===== src/rtl/mem_bus_arbiter.sv =====
// Round-robin arbiter sharing the data-memory client port among four req/grt requesters.
// Optional grant-hold watchdog with Timeout pulse compiled in by MEMARB_WATCHDOG_EN.
//
// state  | meaning
// S_IDLE | no grant; memory outputs forced to 0; arbitrate on any Req
// S_GRANT| exactly one Grt bit high; owner's bus slice routed to memory
module mem_bus_arbiter #(
  parameter int NREQ     = 4,
  parameter int MAX_HOLD = 64
) (
  input  logic             Clk,
  input  logic             Rst,
  input  logic [NREQ-1:0]  Req,
  input  logic [127:0]     ReqWriteBus,
  input  logic [127:0]     ReqAddrBus,
  input  logic [7:0]       ReqWDMB,
  input  logic [7:0]       ReqRDMB,
  output logic [NREQ-1:0]  Grt,
  output logic [31:0]      MemWriteBus,
  output logic [31:0]      MemAddrBus,
  output logic [1:0]       WDMB,
  output logic [1:0]       RDMB,
  output logic [1:0]       Owner,
  output logic             Busy
`ifdef MEMARB_WATCHDOG_EN
  ,
  output logic             Timeout
`endif
);

  if (NREQ != 4) begin : g_bad_nreq
    $error("mem_bus_arbiter supports exactly four requesters");
  end
  if (MAX_HOLD < 2 || MAX_HOLD > 256) begin : g_bad_hold
    $error("MAX_HOLD must fit the 8-bit hold counter");
  end

  typedef enum logic {S_IDLE, S_GRANT} state_t;

  state_t          state_q, state_d;
  logic [NREQ-1:0] grt_q, grt_d;
  logic [1:0]      owner_q, owner_d;
  logic [1:0]      last_q, last_d;
  logic [1:0]      winner;
  logic [1:0]      idx;
  logic            found;
  logic            in_grant;

`ifdef MEMARB_WATCHDOG_EN
  localparam logic [7:0] HOLD_LAST = 8'(MAX_HOLD - 1);
  logic [7:0] hold_q, hold_d;
  logic       timeout_q, timeout_d;
`endif

  // Circular search starting one past the previous grantee; k=4 wraps back to last_q itself.
  always_comb begin
    winner = last_q;
    found  = 1'b0;
    idx    = '0;
    for (int k = 1; k <= 4; k++) begin
      idx = last_q + 2'(k);
      if (!found && Req[idx]) begin
        winner = idx;
        found  = 1'b1;
      end
    end
  end

  always_comb begin
    state_d = state_q;
    grt_d   = grt_q;
    owner_d = owner_q;
    last_d  = last_q;
`ifdef MEMARB_WATCHDOG_EN
    hold_d    = hold_q;
    timeout_d = 1'b0;
`endif
    case (state_q)
      S_IDLE: begin
        if (|Req) begin
          state_d = S_GRANT;
          grt_d   = 4'b0001 << winner;
          owner_d = winner;
          last_d  = winner;
`ifdef MEMARB_WATCHDOG_EN
          hold_d  = '0;
`endif
        end
      end
      S_GRANT: begin
        if (!Req[owner_q]) begin
          state_d = S_IDLE;
          grt_d   = '0;
        end
`ifdef MEMARB_WATCHDOG_EN
        else if (hold_q == HOLD_LAST) begin
          state_d   = S_IDLE;
          grt_d     = '0;
          timeout_d = 1'b1;
        end else begin
          hold_d = hold_q + 8'd1;
        end
`endif
      end
      default: begin
        state_d = S_IDLE;
        grt_d   = '0;
      end
    endcase
  end

  always_ff @(posedge Clk) begin
    if (Rst) begin
      state_q <= S_IDLE;
      grt_q   <= '0;
      owner_q <= 2'd0;
      last_q  <= 2'd3;
`ifdef MEMARB_WATCHDOG_EN
      hold_q    <= '0;
      timeout_q <= 1'b0;
`endif
    end else begin
      state_q <= state_d;
      grt_q   <= grt_d;
      owner_q <= owner_d;
      last_q  <= last_d;
`ifdef MEMARB_WATCHDOG_EN
      hold_q    <= hold_d;
      timeout_q <= timeout_d;
`endif
    end
  end

  assign in_grant    = (state_q == S_GRANT);
  assign MemWriteBus = in_grant ? ReqWriteBus[{owner_q, 5'b0} +: 32] : 32'd0;
  assign MemAddrBus  = in_grant ? ReqAddrBus[{owner_q, 5'b0} +: 32]  : 32'd0;
  assign WDMB        = in_grant ? ReqWDMB[{owner_q, 1'b0} +: 2]      : 2'd0;
  assign RDMB        = in_grant ? ReqRDMB[{owner_q, 1'b0} +: 2]      : 2'd0;
  assign Grt         = grt_q;
  assign Owner       = owner_q;
  assign Busy        = |grt_q;
`ifdef MEMARB_WATCHDOG_EN
  assign Timeout     = timeout_q;
`endif

endmodule


===== config.mk =====
export PLATFORM = sky130hd
export DESIGN_NAME = mem_bus_arbiter
export DESIGN_NICKNAME = d
export VERILOG_FILES = /design/src/rtl/mem_bus_arbiter.sv
export SDC_FILE = /design/constraint.sdc
export NUM_CORES = 1
export LEC_CHECK = 0
export CELL_PAD_IN_SITES_DETAIL_PLACEMENT = 1
export CELL_PAD_IN_SITES_GLOBAL_PLACEMENT = 1
export CORE_AREA = 2 2 137 139
export DETAILED_ROUTE_END_ITERATION = 8
export DIE_AREA = 0 0 139 141
export PLACE_DENSITY = 0.81
export SLEW_MARGIN = 0
export SYNTH_ARGS = -nofsm -noshare
export SYNTH_HDL_FRONTEND = slang
export SYNTH_SLANG_ARGS = --single-unit

===== constraint.sdc =====
create_clock -name Clk -period 3.3 [get_ports Clk]
set_clock_uncertainty 0.2 [all_clocks]
set_input_delay 0.66 -clock Clk [delete_from_list [all_inputs] [get_ports Clk]]
set_output_delay 0.66 -clock Clk [all_outputs]
set_load 0.01 [all_outputs]

==> impl_metrics.toml <==
[final_layout]
drive_above_1_share = 0.148
layout_common_cells = "352 x clkdlybuf4s50_1, 69 x mux4_2, 68 x and2_1"
fill_cells = 1997
num-nets-final = 828
final_common_cell = "clkdlybuf4s50_1"
syn_to_final_growth_pct = 151
seq_area_sq_um = 189
antenna_cells = 0
final_area_sq_um = 6390
utilization = 0.350
multi_input_area_sq_um = 2200

[sta]
period_minus_slack_ns = 3.12
timing.final.hold_violations = 0
fin_tns_setup_ns = 0
setup_viol = 0
maxSlewHeadroom = 0.684
max_freq_mhz = 321
whs_ns = 0.296
drv_slew = 0
setup_ws_ns = 0.185
worst_slew_pin_slew_ns = 0.474
post-route-period-util = 0.944
rsz0062_at_grt = "false"

[setup_path]
r2r-end = "Grt[1]$_SDFFE_PP0P_"
cp_slowest_cell = "clkdlybuf4s50_1"
critPathLaunchType = "primary input"
critical_path_arrival_ns = 2.26
cp_common_cell = "clkdlybuf4s50_1"
cpPeakStageDelay_ns = 0.49
path_max_fanout = 1
ff2ff_path_depth = 5
ff2ff_setup_slack_ns = 1.14
crit_type = "in2out"
crit_chain = "clkdlybuf4s50_1 -> mux4_2 -> and2_1 -> clkdlybuf4s50_1"
worstPathRequired_ns = 2.44
cp-end-kind = "output port"
r2r_start = "Owner[0]$_SDFFE_PP0P_"
worstSetupStartpoint = "ReqWriteBus[9]"

[run_status]
status = "complete, no violations"

[global_route]
grt_usage = 0.147
antenna_found_initial = 0
grt-ovfl-total = 0
grt_pass1_wl_microns = 22400
grt_pass1_vias = 4045
grt_max_degree = 53

[detailed_routing]
final_antenna_net_count = 0
first_pass_iters = 4
wirelength_microns = 15000
avgRoutedWirePerCell_microns = 19.1
drtIter0Drc = 70
drc = 0
via_per_inst = 4.33
via_count = 3391

[die]
start_util = 0.139
core_sq_um = 18300
rows = 50
num_io_pins = 353
die_h_microns = 141
die_x_microns = 139
dieArea_sq_um = 19600

[synth]
synth_cells = 212
synth_warnings = 0
avgSynthCellArea_sq_um = 12.0
synth.area.top_cells = "mux4_2 61%, and2_1 17%, dfxtp_1 7.1%"
yosys.area.top_type_share = 0.611
ys_types = 27
synth_area_sq_um = 2540
syn-num-nets = 490
yosysSeqAreaShare = 0.0709
synth_seq_cells = 9
yosysTopAreaCell = "mux4_2"

[min_path]
holdCritStartpoint = "Grt[0]$_SDFFE_PP0P_"
holdPathStages = 2
min_path_type = "reg2reg"
min_to = "Grt[0]$_SDFFE_PP0P_"

[run]
cap_violations = 0

[clock_tree]
postCtsHoldBufs = 0
post_cts_resized = 0
clock_latency_ns = 0.24
cts_tree = "built"
clkTransAtPathRegs_ns = 0.04
cts_root_buffer = "clkbuf_16"
htreeDepth = 1
cts_setup_buffers = 0
clock-sinks = 9
cts_max_path_buffers = 2
cts_buffers = 3

[placed_design]
gp_congestion = 0.857
pre_cts_ws_ns = 0.132
post_dp_cell_area_sq_um = 6310
dp_hpwl_microns = 12900
io_buffer_count = 352

[pwr]
irDropWorstVdd_v = 0.000172
power_leakage_nw = 2.18
power_density_nw_per_um2 = 234
-- cell usage after synthesis --
master,number
and2_1,68
nor4_1,1
o211ai_1,2
or2_2,1
buf_6,1
dfxtp_1,9
or4_1,1
clkbuf_1,13
nand2_1,3
buf_2,8
nor2_1,5
nor3_1,2
nand4_1,1
mux4_2,69
a32o_1,2
o21bai_1,1
a21o_1,2
o211a_1,1
nor2b_1,4
o32ai_1,2
or3_1,1
o21ai_0,3
a21oi_1,3
inv_1,5
buf_12,2
nand3_1,1
nand2b_1,1
-- power by group --
part | internal [W] | switching, W | leakage [nW]
registers | 0.000123 | 0.0000244 | 0.0758
clock network | 0.000162 | 0.0000554 | 0.0382
logic | 0.000766 | 0.000368 | 2.06
-- final cells by class --
type / count / share of cell area
timing repair buffer: 357 / 0.565
multi-input combinational: 174 / 0.345
tap: 234 / 0.0458
sequential: 9 / 0.0295
clock buffer: 4 / 0.0123
inverter: 5 / 0.00294
-- per-layer routing --
metal | wire [microns] | track usage | up-vias
li1 | - | - | 1527
met4 | 163 | 0.0245 | 0
met5 | 0 | 0 | -
met3 | 1180 | 0.0391 | 14
met1 | 5090 | 0.151 | 1658
met2 | 8540 | 0.297 | 192
-- how the worst max path moves through the flow --
stage,to
after floorplan,MemAddrBus[0]
after global placement,MemWriteBus[9]
after detailed placement,MemWriteBus[9]
after CTS,MemWriteBus[9]
after global routing,MemWriteBus[5]
final,MemWriteBus[9]
-- through the flow --
stage / instances / total power, W
CTS: 783 / 0.00152
global route: 783 / 0.00159
floorplan: 212 / 0.000657
finish: 783 / 0.00150
detailed placement: 779 / 0.00130
global placement: 779 / 0.00126
-- logic make-up after synthesis --
family | after synthesis | synth area share
buffers and inverters | 29 | 0.0625
AND/OR/NAND/NOR | 89 | 0.210
multiplexers | 69 | 0.611
AO/OA/AOI/OAI | 16 | 0.0453
flip-flops | 9 | 0.0709
-- critical path, delay by kind of cell --
kind	cells	cell delay, ns
and+or+nand+nor	1	0.20
buffers and inverters	2	0.94
muxes	1	0.45
-- sequential cells by signal, indices dropped and copies added (netlist names) --
| signal | count |
|---|---|
| Grt | 4 |
| in_grant | 1 |
| Owner | 2 |
| last_q | 2 |
(Power assumes the default switching activity.)
